File: config.mk
export PLATFORM = sky130hd
export DESIGN_NAME = count_ctrl
export DESIGN_NICKNAME = d
export VERILOG_FILES = /design/src/rtl/count_ctrl_pkg.sv /design/src/rtl/count_ctrl_tmr.sv /design/src/rtl/count_ctrl.sv
export SDC_FILE = /design/constraint.sdc
export NUM_CORES = 1
export LEC_CHECK = 0
export CAP_MARGIN = 30
export CORE_MARGIN = 2
export CORE_UTILIZATION = 30
export CTS_CLUSTER_SIZE = 28
export DETAILED_ROUTE_END_ITERATION = 8
export PLACE_DENSITY = 0.57
export SLEW_MARGIN = 20
export SYNTH_ARGS = -nofsm -noshare
export SYNTH_HDL_FRONTEND = slang
export SYNTH_SLANG_ARGS = --single-unit
export TNS_END_PERCENT = 50
File: constraint.sdc
create_clock -name clk -period 2.5 [get_ports clk]
set_input_delay 0.375 -clock clk [delete_from_list [all_inputs] [get_ports clk]]
set_output_delay 0.375 -clock clk [all_outputs]
set_load 0.05 [all_outputs]
File: src/rtl/count_ctrl_pkg.sv
// Shared types for count_ctrl: default data width, command opcodes and FSM states.
package count_ctrl_pkg;

    localparam int unsigned CNT_W_DEF = 32;

    typedef enum logic [1:0] {
        OP_LOAD = 2'd0,
        OP_UP   = 2'd1,
        OP_DOWN = 2'd2,
        OP_READ = 2'd3
    } op_e;

    typedef enum logic [1:0] {
        IDLE = 2'd0,
        LOAD = 2'd1,
        RUN  = 2'd2,
        DONE = 2'd3
    } state_e;

endpackage

File: src/rtl/count_ctrl_tmr.sv
// Remaining-cycle down-counter for count_ctrl RUN phase; last_o flags the final cycle.
module count_ctrl_tmr #(
    parameter int unsigned CNT_W = 32
) (
    input  logic             clk,
    input  logic             rst,
    input  logic             load_i,
    input  logic             dec_i,
    input  logic [CNT_W-1:0] n_i,
    output logic             last_o
);

    logic [CNT_W-1:0] cnt_q, cnt_d;

    always_comb begin
        cnt_d = cnt_q;
        if (load_i) begin
            cnt_d = n_i;
        end else if (dec_i) begin
            cnt_d = cnt_q - CNT_W'(1);
        end
    end

    always_ff @(posedge clk or negedge rst) begin
        if (!rst) begin
            cnt_q <= '0;
        end else begin
            cnt_q <= cnt_d;
        end
    end

    assign last_o = (cnt_q == CNT_W'(1));

endmodule

File: src/rtl/count_ctrl.sv
// count_ctrl: command sequencer driving an external loadable up/down counter.
// Defining COUNT_CTRL_ABORT_EN adds abort/aborted ports for early RUN termination.
module count_ctrl
    import count_ctrl_pkg::*;
#(
    parameter int unsigned CNT_W = CNT_W_DEF
) (
    input  logic             clk,
    input  logic             rst,
    input  logic             cmd_valid,
    output logic             cmd_ready,
    input  logic [1:0]       cmd_op,
    input  logic [CNT_W-1:0] cmd_arg,
    output logic             ctr_load,
    output logic             ctr_mode,
    output logic [CNT_W-1:0] ctr_data,
    input  logic [CNT_W-1:0] ctr_q,
    output logic             busy,
    output logic             done,
    output logic [CNT_W-1:0] result
`ifdef COUNT_CTRL_ABORT_EN
    ,
    input  logic             abort,
    output logic             aborted
`endif
);

    state_e           state_q, state_d;
    op_e              op;
    logic [CNT_W-1:0] arg_q, arg_d;
    logic [CNT_W-1:0] result_q, result_d;
    logic             up_q, up_d;
    logic             tmr_load, tmr_dec, tmr_last;
    logic             abort_hit;

`ifdef COUNT_CTRL_ABORT_EN
    logic aborted_q, aborted_d;
    assign abort_hit = abort;
`else
    assign abort_hit = 1'b0;
`endif

    assign op = op_e'(cmd_op);

    count_ctrl_tmr #(
        .CNT_W (CNT_W)
    ) u_tmr (
        .clk    (clk),
        .rst    (rst),
        .load_i (tmr_load),
        .dec_i  (tmr_dec),
        .n_i    (cmd_arg),
        .last_o (tmr_last)
    );

    always_comb begin
        state_d   = state_q;
        arg_d     = arg_q;
        up_d      = up_q;
        result_d  = result_q;
        tmr_load  = 1'b0;
        tmr_dec   = 1'b0;
`ifdef COUNT_CTRL_ABORT_EN
        aborted_d = aborted_q;
`endif
        case (state_q)
            IDLE: begin
                if (cmd_valid) begin
                    arg_d = cmd_arg;
                    up_d  = (op == OP_UP);
`ifdef COUNT_CTRL_ABORT_EN
                    aborted_d = 1'b0;
`endif
                    case (op)
                        OP_LOAD: state_d = LOAD;
                        OP_UP, OP_DOWN: begin
                            // A zero step count skips RUN so the counter never moves.
                            if (cmd_arg != '0) begin
                                state_d  = RUN;
                                tmr_load = 1'b1;
                            end else begin
                                state_d = DONE;
                            end
                        end
                        default: state_d = DONE;
                    endcase
                end
            end
            LOAD: state_d = DONE;
            RUN: begin
                tmr_dec = 1'b1;
                if (tmr_last || abort_hit) begin
                    state_d = DONE;
`ifdef COUNT_CTRL_ABORT_EN
                    aborted_d = abort;
`endif
                end
            end
            DONE: begin
                result_d = ctr_q;
                state_d  = IDLE;
            end
            default: state_d = IDLE;
        endcase
    end

    always_ff @(posedge clk or negedge rst) begin
        if (!rst) begin
            state_q   <= IDLE;
            arg_q     <= '0;
            up_q      <= 1'b0;
            result_q  <= '0;
`ifdef COUNT_CTRL_ABORT_EN
            aborted_q <= 1'b0;
`endif
        end else begin
            state_q   <= state_d;
            arg_q     <= arg_d;
            up_q      <= up_d;
            result_q  <= result_d;
`ifdef COUNT_CTRL_ABORT_EN
            aborted_q <= aborted_d;
`endif
        end
    end

    // Outside RUN the counter reloads its own value, i.e. it is frozen.
    assign cmd_ready = (state_q == IDLE);
    assign busy      = (state_q != IDLE);
    assign done      = (state_q == DONE);
    assign ctr_load  = (state_q != RUN);
    assign ctr_mode  = (state_q == RUN) && up_q;
    assign ctr_data  = (state_q == LOAD) ? arg_q : ctr_q;
    assign result    = result_q;
`ifdef COUNT_CTRL_ABORT_EN
    assign aborted   = (state_q == DONE) && aborted_q;
`endif

`ifndef SYNTHESIS
    a_done_single: assert property (@(posedge clk) disable iff (!rst) done |=> !done);
`endif

endmodule
==> out/results.ini <==
[die]
rows = 47
initial_utilization_pct = 30.4
die_h_um = 133
die_area_um2 = 17700
core_um2 = 16400
die_x_um = 133
io_pins = 138

[critical_path]
rr_startpoint = u_tmr.cnt_q[12]
crit_chain = or4_4, or4_4, buf_4, or3_4, o41ai_2, a21oi_1
worstSetupStartpointType = register
cp_common_cell = or4_4
crit_family = simple AND/OR/NAND/NOR gates
max_stage_delay_ps = 540
rrSetupSlack_ps = 90
reg2regPathDepth = 6
crit_arrival_ps = 2640
cp-end-kind = register
cp_max_fo = 6
reg2reg_to = u_tmr.cnt_q[31]
worstPathRequired_ps = 2730
crit_buf_inv = 1
critPathSlowestCell = or4_4
path_class = reg -> reg

[cells_and_area]
fillers = 1538
multi_input_area_um2 = 2440
fin_util_pct = 44.5
diodes = 0
fin_nets = 671
final_cell_mix = 106 x mux2_2, 100 x clkdlybuf4s50_1, 99 x dfrtp_1, 82 x buf_4
area_delta_synth_final_pct = 46.7
seq_area_um2 = 2480
finalNonFillerCells = 817
final_common_cell = mux2_2
drive_gt1_share_pct = 37.9

[yosys]
ys_ff_latch = 99
syn_area_um2 = 4980
yosysSeqAreaShare_pct = 49.7
synth_cell_type_count = 39
synth_nets = 497
yosys.area.top_type = dfrtp_1
ys_top_cells_by_area = dfrtp_1 50%, mux2_2 24%, xnor2_1 3.2%
avgSynthCellArea_um2 = 11.9
yosys_warnings = 0
synth.top_cell.area_share_pct = 49.7
synthCells = 418

[place]
post-dp-hpwl_um = 9770
place_inst = 801
io_buffers = 137
globalplace.congestion = 0.810

[detailed_routing]
dr.pass1.iters = 4
drt_iter0_drc = 109
vias = 3941
drc_errors = 0
wl_um = 13000
via_per_inst = 4.82
routedWlPerCell_um = 15.9
ant_nets = 0

[clocking]
htree_levels = 3
clockBufferDepth = 2
cts_root_buffer = clkbuf_16
clock_latency_ps = 350
cts_tree = done
cts_buffers = 9
clk_pin_slew_ps = 70
cts_sinks = 99

[min_path]
worstHoldPathType = in -> async

[timing]
rsz0062_at_grt = false
slew_violations = 0
timing.final.crit_share_pct = 96.5
tightest_slew_ps = 534
fmax_ghz = 0.415
fin_skew_ps = 5.98
slew_headroom_pct = 64.3
hold_viol = 0
hold_slack_ps = 490
setup_viol = 0
fin_crit_ps = 2410

[pwr]
finalPower_mw = 10.2
p_clk_share_pct = 17.0
p_int_mw = 5.90
power_density_nw_per_um2 = 1400
swShare_pct = 42.4
comb_power_share_pct = 54.2
sequentialPowerShare_pct = 28.8
vdd_drop_max_mv = 0.739
power.leakage_nw = 2.95
switchingPower_mw = 4.35

[grt]
grt_pass1_vias = 4137
grt_max_degree = 42
gr-total-overflow = 0
grt_pass1_wl_um = 21300
antenna_found_initial = 0
grt_usage_pct = 15.1

[job]
max_cap_violations = 0

[status]
status = completed

-- routing by layer --
layer  vias to the layer above  GRT usage [%]  routed length (um)
met3                        12           4.06                 636
met4                         0           4.42                 148
met5                         -              0                   0
met1                      1952           19.2                5870
met2                       106           25.2                6330
li1                       1871              -                   -
-- cell usage after synthesis --
library cell / n
a22oi_1: 3
nand2b_1: 1
nor4bb_1: 1
nand2_1: 10
or3_1: 7
o32a_1: 2
nand3b_1: 1
a31oi_1: 1
xor2_1: 7
or4b_2: 1
o22a_1: 1
nor4_1: 17
nor3_1: 20
mux2_2: 106
xnor2_1: 18
nor2_1: 11
buf_2: 1
ha_1: 10
nand3_1: 20
or4b_1: 1
a2bb2oi_1: 1
or3b_2: 1
or4_1: 3
and3_1: 1
mux2i_1: 2
or4_4: 2
inv_1: 8
or2_2: 1
o21ai_0: 20
nor4_2: 1
clkbuf_1: 13
nor4b_1: 2
o41ai_1: 1
nand4bb_1: 1
and2_1: 1
buf_1: 11
o31ai_1: 2
dfrtp_1: 99
a21oi_1: 9
-- cell type report --
type,instances,area share [%]
tap,220,3.77
sequential,99,33.9
inverter,8,0.411
clock inverter,6,1.87
multi-input combinational,286,33.4
timing repair buffer,188,23.4
clock buffer,10,3.27
-- per-stage QoR --
step | cell area (um^2) | TNS, ps | setup slack [ps]
after floorplan | 4980 | 0 | 20.5
after global placement | 6880 | -385 | -120
after detailed placement | 6880 | -204 | -74.0
after CTS | 7270 | -86.5 | -36.3
after global routing | 7310 | 0 | 3.44
final | 7310 | 0 | 87.6
-- how the worst max path moves through the flow --
stage | startpoint | endpoint | slack [ps] | depth (start not counted)
after floorplan | state_q[0] | u_tmr.cnt_q[30] | 20 | 9
after global placement | u_tmr.cnt_q[12] | state_q[1] | -120 | 7
after detailed placement | u_tmr.cnt_q[12] | state_q[1] | -70 | 7
after CTS | u_tmr.cnt_q[12] | u_tmr.cnt_q[30] | -40 | 5
after global routing | u_tmr.cnt_q[12] | u_tmr.cnt_q[31] | 3 | 6
final | u_tmr.cnt_q[12] | u_tmr.cnt_q[31] | 90 | 6
-- flip-flops by register name (all words and copies together), names as in the netlist --
register	cells
arg_q	32
u_tmr.cnt_q	32
result	32
state_q	2
up_q	1
-- logic make-up after synthesis --
family | count (synthesis) | share of synthesized area (%)
simple gates | 103 | 11.8
fa+ha+maj | 10 | 2.51
xor+xnor | 25 | 4.39
compound gates | 40 | 4.72
buf+inv | 33 | 2.51
flops | 99 | 49.7
mux | 108 | 24.4
-- power groups by stage --
stage | registers, mW | clock network (mW) | logic (mW)
global placement | 2.95 | 0 | 5.51
detailed placement | 2.97 | 0 | 5.58
CTS | 2.95 | 1.78 | 5.60
floorplan | 3.80 | 0 | 2.96
global route | 3.07 | 1.86 | 5.87
finish | 2.95 | 1.74 | 5.56
-- timing repair --
item,4_1_cts,5_1_grt
setup buffers,0,0
hold buffers,1,0
hold endpoints to repair,27,0
endpoints found under the setup margin,7,11
pin swaps,0,3
gates resized for setup,3,9
Note: power is estimated with default switching activity, not from simulation.
